==> src/rtl/lc3_seq_ctrl.sv <==
// LC-3 multi-cycle control sequencer (Moore FSM, all ISA except RTI).
// Latency: 5..9 cycles per instruction with zero-wait memory, +1 per not-ready access cycle.
// Backpressure: access states hold their request until mem_ready; optional timeout halts with bus_err.
module lc3_seq_ctrl #(
   parameter int MEM_WAIT_MAX = 0,
   parameter bit ENABLE_TRAP  = 1'b1
) (
   input  logic        clk,
   input  logic        rst,
   input  logic [15:0] instruction,
   input  logic        n,
   input  logic        z,
   input  logic        p,
   input  logic        mem_ready,
   output logic        marmux_sel,
   output logic [1:0]  pc_sel,
   output logic        addr1_sel,
   output logic [1:0]  addr2_sel,
   output logic [1:0]  bus_sel,
   output logic [1:0]  alu_op,
   output logic        sr1_sel,
   output logic        dr_sel,
   output logic        mdr_sel,
   output logic        mem_r_en,
   output logic        mem_w_en,
   output logic        reg_w_en,
   output logic        ld_pc,
   output logic        ld_ir,
   output logic        ld_cc,
   output logic        ld_mdr,
   output logic        ld_mar,
   output logic        halted,
   output logic        illegal,
   output logic        bus_err
);

   localparam logic [3:0] OP_BR  = 4'b0000, OP_ADD = 4'b0001, OP_LD  = 4'b0010, OP_ST  = 4'b0011,
                          OP_JSR = 4'b0100, OP_AND = 4'b0101, OP_LDR = 4'b0110, OP_STR = 4'b0111,
                          OP_NOT = 4'b1001, OP_LDI = 4'b1010, OP_STI = 4'b1011, OP_JMP = 4'b1100,
                          OP_LEA = 4'b1110, OP_TRAP = 4'b1111;

   localparam int CW = (MEM_WAIT_MAX > 1) ? $clog2(MEM_WAIT_MAX + 1) : 1;

   typedef enum logic [4:0] {
      S_RST, S_F0, S_F1, S_F2, S_DEC, S_ALU, S_BR, S_JMP, S_JSR, S_LEA,
      S_AGEN, S_RD, S_IND, S_WB, S_SDAT, S_WR, S_T0, S_T1, S_T2, S_HALT
   } state_t;

   // Where the shared read state goes once its access completes.
   typedef enum logic [1:0] {RET_WB, RET_IND, RET_T2} ret_t;

   state_t          state_q, state_d;
   ret_t            ret_q, ret_d;
   logic [CW-1:0]   wcnt_q, wcnt_d;
   logic            illegal_q, illegal_d;
   logic            bus_err_q, bus_err_d;

   logic [3:0]      opcode;
   logic            is_access;
   logic            timeout;
   logic            br_taken;
   logic            base_rel;
   logic            unused_ir;

   assign opcode    = instruction[15:12];
   assign is_access = (state_q == S_F1) || (state_q == S_RD) || (state_q == S_WR);
   // The limit is reached by the MEM_WAIT_MAX-th not-ready cycle; a ready cycle never times out.
   assign timeout   = (MEM_WAIT_MAX > 0) && is_access && !mem_ready &&
                      (32'(wcnt_q) == 32'(MEM_WAIT_MAX - 1));
   assign br_taken  = (n & instruction[11]) | (z & instruction[10]) | (p & instruction[9]);
   assign base_rel  = (opcode == OP_LDR) || (opcode == OP_STR);
   // Operand fields below bit 9 steer the datapath directly; the sequencer never looks at them.
   assign unused_ir = ^instruction[8:0];

   // State, return target, wait counter and sticky flags.
   always_ff @(posedge clk or posedge rst) begin
      if (rst) begin
         state_q   <= S_RST;
         ret_q     <= RET_WB;
         wcnt_q    <= '0;
         illegal_q <= 1'b0;
         bus_err_q <= 1'b0;
      end else begin
         state_q   <= state_d;
         ret_q     <= ret_d;
         wcnt_q    <= wcnt_d;
         illegal_q <= illegal_d;
         bus_err_q <= bus_err_d;
      end
   end

   // Next-state and Moore strobe decode (mem_ready only gates ld_mdr and the exit of access states).
   always_comb begin
      state_d    = state_q;
      ret_d      = ret_q;
      illegal_d  = illegal_q;
      bus_err_d  = bus_err_q;
      wcnt_d     = wcnt_q;
      marmux_sel = 1'b0;
      pc_sel     = 2'd0;
      addr1_sel  = 1'b0;
      addr2_sel  = 2'd0;
      bus_sel    = 2'd0;
      alu_op     = 2'd0;
      sr1_sel    = 1'b0;
      dr_sel     = 1'b0;
      mdr_sel    = 1'b0;
      mem_r_en   = 1'b0;
      mem_w_en   = 1'b0;
      reg_w_en   = 1'b0;
      ld_pc      = 1'b0;
      ld_ir      = 1'b0;
      ld_cc      = 1'b0;
      ld_mdr     = 1'b0;
      ld_mar     = 1'b0;
      halted     = 1'b0;
      illegal    = illegal_q;
      bus_err    = bus_err_q;

      case (state_q)
         S_RST: state_d = S_F0;
         S_F0: begin
            ld_mar  = 1'b1;
            ld_pc   = 1'b1;
            state_d = S_F1;
         end
         S_F1: begin
            mem_r_en = 1'b1;
            ld_mdr   = mem_ready;
            if (mem_ready) state_d = S_F2;
         end
         S_F2: begin
            bus_sel = 2'd3;
            ld_ir   = 1'b1;
            state_d = S_DEC;
         end
         S_DEC: begin
            case (opcode)
               OP_ADD, OP_AND, OP_NOT:                       state_d = S_ALU;
               OP_BR:                                        state_d = S_BR;
               OP_JMP:                                       state_d = S_JMP;
               OP_JSR:                                       state_d = S_JSR;
               OP_LEA:                                       state_d = S_LEA;
               OP_LD, OP_LDR, OP_LDI, OP_ST, OP_STR, OP_STI: state_d = S_AGEN;
               OP_TRAP: begin
                  if (ENABLE_TRAP) begin
                     state_d = S_T0;
                  end else begin
                     state_d   = S_HALT;
                     illegal_d = 1'b1;
                  end
               end
               default: begin
                  state_d   = S_HALT;
                  illegal_d = 1'b1;
               end
            endcase
         end
         S_ALU: begin
            bus_sel  = 2'd2;
            alu_op   = (opcode == OP_ADD) ? 2'd0 : ((opcode == OP_AND) ? 2'd1 : 2'd2);
            reg_w_en = 1'b1;
            ld_cc    = 1'b1;
            state_d  = S_F0;
         end
         S_BR: begin
            pc_sel    = 2'd1;
            addr2_sel = 2'd2;
            ld_pc     = br_taken;
            state_d   = S_F0;
         end
         S_JMP: begin
            ld_pc     = 1'b1;
            pc_sel    = 2'd1;
            addr1_sel = 1'b1;
            state_d   = S_F0;
         end
         S_JSR: begin
            reg_w_en  = 1'b1;
            dr_sel    = 1'b1;
            ld_pc     = 1'b1;
            pc_sel    = 2'd1;
            addr1_sel = ~instruction[11];
            addr2_sel = instruction[11] ? 2'd3 : 2'd0;
            state_d   = S_F0;
         end
         S_LEA: begin
            marmux_sel = 1'b1;
            addr2_sel  = 2'd2;
            bus_sel    = 2'd1;
            reg_w_en   = 1'b1;
            state_d    = S_F0;
         end
         S_AGEN: begin
            ld_mar     = 1'b1;
            bus_sel    = 2'd1;
            marmux_sel = 1'b1;
            addr1_sel  = base_rel;
            addr2_sel  = base_rel ? 2'd1 : 2'd2;
            ret_d      = ((opcode == OP_LDI) || (opcode == OP_STI)) ? RET_IND : RET_WB;
            state_d    = ((opcode == OP_ST) || (opcode == OP_STR)) ? S_SDAT : S_RD;
         end
         S_RD: begin
            mem_r_en = 1'b1;
            ld_mdr   = mem_ready;
            if (mem_ready) begin
               case (ret_q)
                  RET_IND: state_d = S_IND;
                  RET_T2:  state_d = S_T2;
                  default: state_d = S_WB;
               endcase
            end
         end
         S_IND: begin
            bus_sel = 2'd3;
            ld_mar  = 1'b1;
            if (opcode == OP_LDI) begin
               ret_d   = RET_WB;
               state_d = S_RD;
            end else begin
               state_d = S_SDAT;
            end
         end
         S_WB: begin
            bus_sel  = 2'd3;
            reg_w_en = 1'b1;
            ld_cc    = 1'b1;
            state_d  = S_F0;
         end
         S_SDAT: begin
            sr1_sel = 1'b1;
            alu_op  = 2'd3;
            bus_sel = 2'd2;
            ld_mdr  = 1'b1;
            mdr_sel = 1'b1;
            state_d = S_WR;
         end
         S_WR: begin
            mem_w_en = 1'b1;
            if (mem_ready) state_d = S_F0;
         end
         S_T0: begin
            reg_w_en = 1'b1;
            dr_sel   = 1'b1;
            state_d  = S_T1;
         end
         S_T1: begin
            bus_sel = 2'd1;
            ld_mar  = 1'b1;
            ret_d   = RET_T2;
            state_d = S_RD;
         end
         S_T2: begin
            bus_sel = 2'd3;
            ld_pc   = 1'b1;
            pc_sel  = 2'd2;
            state_d = S_F0;
         end
         S_HALT: halted = 1'b1;
         default: state_d = S_RST;
      endcase

      if (timeout) begin
         state_d   = S_HALT;
         bus_err_d = 1'b1;
      end

      // Counter restarts on every state change, so each access begins from zero.
      if (state_d != state_q) begin
         wcnt_d = '0;
      end else if ((MEM_WAIT_MAX > 0) && is_access && !mem_ready) begin
         wcnt_d = wcnt_q + CW'(1);
      end
   end

endmodule

==> config.mk <==
export PLATFORM = sky130hd
export DESIGN_NAME = lc3_seq_ctrl
export DESIGN_NICKNAME = d
export VERILOG_FILES = /design/src/rtl/lc3_seq_ctrl.sv
export SDC_FILE = /design/constraint.sdc
export NUM_CORES = 1
export LEC_CHECK = 0
export CORE_MARGIN = 8
export CORE_UTILIZATION = 48
export DETAILED_ROUTE_END_ITERATION = 10
export PLACE_DENSITY = 0.86
export SETUP_SLACK_MARGIN = 0.15
export SYNTH_ARGS = -nofsm -noshare
export SYNTH_HDL_FRONTEND = slang
export SYNTH_SLANG_ARGS = --single-unit
==> constraint.sdc <==
create_clock -name clk -period 3.77 [get_ports clk]
set_input_delay 1.131 -clock clk [delete_from_list [all_inputs] [get_ports clk]]
set_output_delay 1.131 -clock clk [all_outputs]
set_load 0.01 [all_outputs]
==> out/qor.txt, run 1 <==
Slew HR: 61.3%
Die H: 66.8 um
CTS buffer count: 3
FF+latch count, synth: 8
register area: 201 um2
initial antenna violation count: 0
Starting Density: 50.5%
crit path DAT: 2420 ps
Seq/Total Area, Yosys: 16.2%
Max VDD drop: 0.000576 V
Fillers: 227
later-pin clock latency in the skew report: 250 ps
placed inst area: 1590 um2
Core Box Area: 2450 um2
Area Growth Syn to Fin: 29.7%
endpoint class of the critical path: output port
Syn Area/Cell: 6.62 um2
Slew Viols, Final: 0
CP startpoint kind: input pin
total number of vias: 1,587
WHS Endpoint: illegal$_DFFE_PP0P_
final WL: 4150 um
number of global-route vias before repair: 1,479
largest net degree at the start of global routing: 32
Post-Synthesis Cells: 187
max-cap violations: 0
Required @ worst endpoint: 2640 ps
GRT overflow: 0
top cell types by occurrence after synthesis: 24 x nor2_1, 21 x nand2_1, 16 x buf_2
drt initial violations: 151
layout cells sized above 1: 15.3%
RSZ-0062 raised after global routing: yes
first-pass GRT wire length: 6820 um
clock sink total: 8
fmax: 281 MHz
YS warnings: 0
postcts setup bufs: 0
nets: 241
area of the multi-input gates: 888 um2
top_reg_cell synth: dfrtp_1
ANT cells: 0
IO Pins: 46
reg-to-reg setup timing slack: 1800 ps
hold_sp: illegal$_DFFE_PP0P_
crit-path max FO: 2
gpl congestion: 0.935
row count: 18
die area: 4460 um2
P_leak: 0.000674 uW
Post-CTS Hold Fix Bufs: 0
Area contributors post-synth: dfrtp_1 16%, nor2_1 7.3%, buf_2 6.5%
fin crit share: 94.3%
status: completed
Worst-path clk slew: 60 ps
maximum level of the CTS H-tree: 1
Power Density: 713 nW/um2
reg2reg end: state_q[0]$_DFFE_PP0P_
I/O Buffers: 35
EDFF count, synth: 0
r2r startpoint: state_q[2]$_DFFE_PP0P_
DP Cell Count: 243
crit path time final: 3560 ps
cell with the most instances after synthesis: nor2_1
clock skew: 5.45 ps
drt wl/cell: 16.9 um
Worst Hold Class: flop to flop
hold path cells: 1
Synth Cell Area: 1240 um2
count of final setup violators: 0
Bufs on Longest Clock Path: 2
Slew @ Worst Pin: 565 ps
total negative slack: 0 ps
Worst Reg2Reg Path Length in Cells: 6
top cell type's share of synthesized area: 16.2%
Tot Pwr: 1150 uW
syn nets: 210
vias per cell: 6.45
Worst Path Class, Setup: input pin to output port
CTS Root Cell: clkbuf_4
Detail Route Antenna Nets: 0
final instance area: 1610 um2
CTS tree: yes
Yosys cell types: 49
Residual DRC: 0
Async S/R FF share, synth: 100%
First-pass DRT Iterations: 7
global-route usage over all layers: 18.9%
Yosys top cell by area: dfrtp_1
Die X: 66.8 um
Fin. Hold Viols: 0
final std cells w/o fill: 246
Post-DP HPWL: 3140 um
[report_power, final]
part | switching (uW) | internal (uW) | total (uW) | leakage, uW
clock network | 29.2 | 36.4 | 65.6 | 0.0000138
registers | 68.0 | 122 | 190 | 0.000100
logic | 493 | 397 | 890 | 0.000560
[sequential cells by signal, indices dropped and copies added (netlist names)]
name and count:
ret_q 2, state_q 5, illegal 1
[routing by layer]
| metal | wire [um] | vias to the layer above | global-route usage (%) | share of wire (%) |
|---|---|---|---|---|
| met2 | 2060 | 114 | 32.3 | 50 |
| li1 | - | 733 | - | - |
| met1 | 1510 | 720 | 22.1 | 36 |
| met4 | 122 | 0 | 8.27 | 2.9 |
| met3 | 459 | 20 | 3.69 | 11 |
| met5 | 0 | - | 0 | 0 |
[timing repair]
action / in CTS / in global routing
gates resized for setup: 13 / 13
pin swaps: 1 / 3
endpoints found under the setup margin: 6 / 7
[layout by cell type (no fill, tap or decap), types with 5 or more instances in the layout]
master           synthesis  layout
nor2_1                  24      23
o22ai_1                  6       6
buf_4                    3      12
a31oi_1                 10      10
nand3_1                  5       5
clkdlybuf4s50_1          0      25
nand2_1                 21      21
a21oi_1                 14      14
nor2b_1                  6       5
nor3_1                   9       9
dfrtp_1                  8       7
o21ai_0                  9       9
[critical path: stages]
cell and delay [ps]:
clkdlybuf4s50_1 460, nor2b_2 160, a31oi_1 120, o32a_1 310, nor2_1 90, clkbuf_2 150
[metrics by stage]
stage	setup slack, ps	hold slack [ps]	util [%]
after floorplan	575	467	-
after global placement	-233	451	64.7
after detailed placement	-243	459	64.7
after CTS	75.1	480	65.3
after global routing	75.1	509	65.4
final	214	480	65.4
[area by class of cell]
| cell class | count | share of cell area [%] |
|---|---|---|
| Multi-Input combinational cell | 152 | 55.3 |
| Timing Repair Buffer | 48 | 27.1 |
| Sequential cell | 8 | 12.5 |
| Tap cell | 30 | 2.34 |
| Clock buffer | 3 | 1.40 |
| Inverter | 5 | 1.32 |
[worst max path at each step]
stage,cells after the start,slack (ps),to,from
global placement,7,-230,ld_pc,instruction[11]
finish,6,210,addr1_sel,instruction[13]
global route,7,80,ld_pc,p
detailed placement,6,-240,addr1_sel,instruction[13]
CTS,6,80,addr1_sel,instruction[13]
floorplan,5,580,addr1_sel,instruction[13]
[logic make-up (layout without fill, tap and decap cells)]
group	Yosys count	in the layout	synth area share, %
buffers and inverters	27	56	12.5
muxes	1	1	0.808
and+or+nand+nor	87	87	35.8
xor gates and xnor gates	7	7	4.95
adders and majority gates	1	1	1.01
AOI/OAI and AO/OA	55	55	28.5
DFF	8	8	16.2
other	1	1	0.303
Note: power is estimated with default switching activity, not from simulation.
==> run 2, diff against run 1 <==
==> constraint.sdc (replaced) <==
create_clock -name clk -period 3.77 [get_ports clk]
set_input_delay 1.131 -clock clk [delete_from_list [all_inputs] [get_ports clk]]
set_output_delay 1.131 -clock clk [all_outputs]
set_load 0.02 [all_outputs]
==> run 2 against run 1 <==
Compared with the run above: register-to-register slack is essentially flat; routed wire length is 2.7% lower; combinational power grew 8.5%; clock skew decreased by 4.6 ps; clock-buffer cell count unchanged; via count shrank 5.4%; global-route usage down 0.35 points; clock power rose by 3.4%; worst hold slack got worse by 4.2 ps; worst setup slack got worse by 24 ps.
==> out/qor.txt, run 2 (synthesized netlist as in run 1, its figures left out) <==
slowest cell on the critical path: clkdlybuf4s50_1
Residual DRC: 0 (unchanged)
Worst Hold Class: flop to flop
final core occ: 65.6% (+0.20 points)
nets: 242 (+0.41%)
later-pin clock latency in the skew report: 260 ps (about the same)
CTS tree: yes
r2r startpoint: state_q[1]$_DFFE_PP0P_
final instance area: 1610 um2 (+0.31%)
Worst Reg2Reg Path Length in Cells: 6 (unchanged)
fin crit share: 95.0% (+0.64 points)
Worst Path Class, Setup: input pin to output port
final WL: 4040 um (-2.7%)
instance count on the critical path: 7 (+1)
Starting Density: 50.5% (unchanged)
CP peak stage delay: 410 ps (-50 ps)
largest net degree at the start of global routing: 32 (unchanged)
Required @ worst endpoint: 2640 ps (about the same)
total number of vias: 1,502 (-5.4%)
Fin. Hold Viols: 0 (unchanged)
commonest cells after routing, fill and taps aside: 26 x clkdlybuf4s50_1, 24 x nor2_1, 21 x nand2_1
drt initial violations: 121 (-20%)
row count: 18 (unchanged)
crit-path max FO: 1 (-1)
CTS buffer count: 3 (unchanged)
Crit path max-delay family: compound AO/OA/AOI/OAI gates
max-cap violations: 0 (unchanged)
most common cell after layout, fill and taps aside: clkdlybuf4s50_1
endpoint class of the critical path: output port
maximum level of the CTS H-tree: 1 (unchanged)
P_leak: 0.000671 uW (-0.37%)
clock skew: 0.898 ps (-4.56 ps)
Area Growth Syn to Fin: 30.1%
die area: 4460 um2 (unchanged)
Detail Route Antenna Nets: 0 (unchanged)
Max VDD drop: 0.000448 V (-22%)
CTS Root Cell: clkbuf_4
crit path DAT: 2450 ps (+30 ps)
clock sink total: 8 (unchanged)
Die X: 66.8 um (unchanged)
Core Box Area: 2450 um2 (unchanged)
count of final setup violators: 0 (unchanged)
Die H: 66.8 um (unchanged)
WHS Endpoint: illegal$_DFFE_PP0P_
status: completed
gpl congestion: 0.900 (-3.8%)
First-pass DRT Iterations: 4 (-3)
hold path cells: 1 (unchanged)
max reg flops: 5 (unchanged)
reg2reg end: state_q[0]$_DFFE_PP0P_
Slew @ Worst Pin: 507 ps (-58.8 ps)
final std cells w/o fill: 247 (+0.41%)
vias per cell: 6.08 (-5.7%)
fmax: 279 MHz (-0.68%)
postcts setup bufs: 0 (unchanged)
reg-to-reg setup timing slack: 1810 ps (about the same)
ANT cells: 0 (unchanged)
Biggest register: state_q
number of global-route vias before repair: 1,402 (-5.2%)
Power Density: 750 nW/um2 (+5.1%)
RSZ-0062 raised after global routing: yes
Bufs on Longest Clock Path: 2 (unchanged)
initial antenna violation count: 0 (unchanged)
GRT overflow: 0 (unchanged)
global-route usage over all layers: 18.5% (-0.35 points)
layout cells sized above 1: 15.7% (+0.39 points)
drt wl/cell: 16.4 um (-3.1%)
cells along the critical path: clkdlybuf4s50_1 -> a222oi_1 -> a2bb2oi_1 -> nor2_1 -> a31oi_1 -> o22ai_1 -> buf_4
hold_sp: illegal$_DFFE_PP0P_
placed inst area: 1600 um2 (+0.47%)
Bufs and invs on worst path: 2 (unchanged)
Worst-path clk slew: 50 ps (about the same)
IO Pins: 46 (unchanged)
DP Cell Count: 244 (+0.41%)
first-pass GRT wire length: 6620 um (-2.8%)
Post-DP HPWL: 3040 um (-3.2%)
Fillers: 226 (-0.44%)
Slew HR: 65.4% (+4.0 points)
Slew Viols, Final: 0 (unchanged)
crit path time final: 3580 ps (+24.2 ps)
I/O Buffers: 35 (unchanged)
CP startpoint kind: input pin
[run 2: cell types whose count changed in the layout (fill, tap and decap cells not counted), sizes merged]
cell / delta
dlygate4sd2: -3
clkdlybuf4s15: +1
buf: +3
clkdlybuf4s50: +1
clkbuf: -1
[run 2: worst register-to-register path: cells and delay by family (launching register included)]
family | cells | cell delay, ps
buf+inv | 1 | 290
compound gates | 4 | 820
flops | 1 | 610
simple gates | 1 | 110
[run 2: routing by layer]
layer	vias up	GRT usage, %	share of wire, %
met4	0	6.40	1.3
met5	-	0	0
met1	678	23.6	40
li1	739	-	-
met3	7	2.85	8.3
met2	78	30.6	51
[run 2: worst max path at each step]
| stage | from | end | slack, ps |
|---|---|---|---|
| finish | instruction[10] | ld_pc | 190 |
| global route | instruction[13] | addr1_sel | 120 |
| global placement | instruction[11] | ld_pc | -290 |
| detailed placement | instruction[11] | ld_pc | -310 |
| CTS | instruction[11] | ld_pc | 100 |
| floorplan | instruction[13] | addr2_sel[0] | 380 |
[run 2: cell type report]
| class | instances | area [um2] | area share (%) |
|---|---|---|---|
| clock buffers | 3 | 22.5 | 1.40 |
| inverters | 5 | 18.8 | 1.16 |
| multi-input cells | 152 | 890 | 55.2 |
| flip-flops and latches | 8 | 200 | 12.4 |
| well taps | 30 | 37.5 | 2.33 |
| repair buffers | 49 | 443 | 27.5 |
[run 2: what timing repair did]
item | in CTS | in global routing
setup endpoints to repair | 6 | 6
hold buffers | 0 | 0
endpoints found under the hold margin | 0 | 0
pin swaps | 1 | 3
resized for setup | 19 | 10
[run 2: stage by stage]
step	setup TNS (ps)	setup slack, ps	hold WS [ps]	total power [uW]
6_report	0	190	475	1210
5_1_grt	0	122	510	1310
4_1_cts	0	102	472	1190
3_5_place_dp	-1230	-308	458	1140
3_3_place_gp	-1160	-288	450	1110
2_1_floorplan	0	382	467	855
[run 2: power breakdown]
| part | switching, uW | internal (uW) | leakage (uW) |
|---|---|---|---|
| clock | 31.2 | 36.6 | 0.0000138 |
| combinational | 564 | 402 | 0.000556 |
| sequential | 52.5 | 121 | 0.000102 |
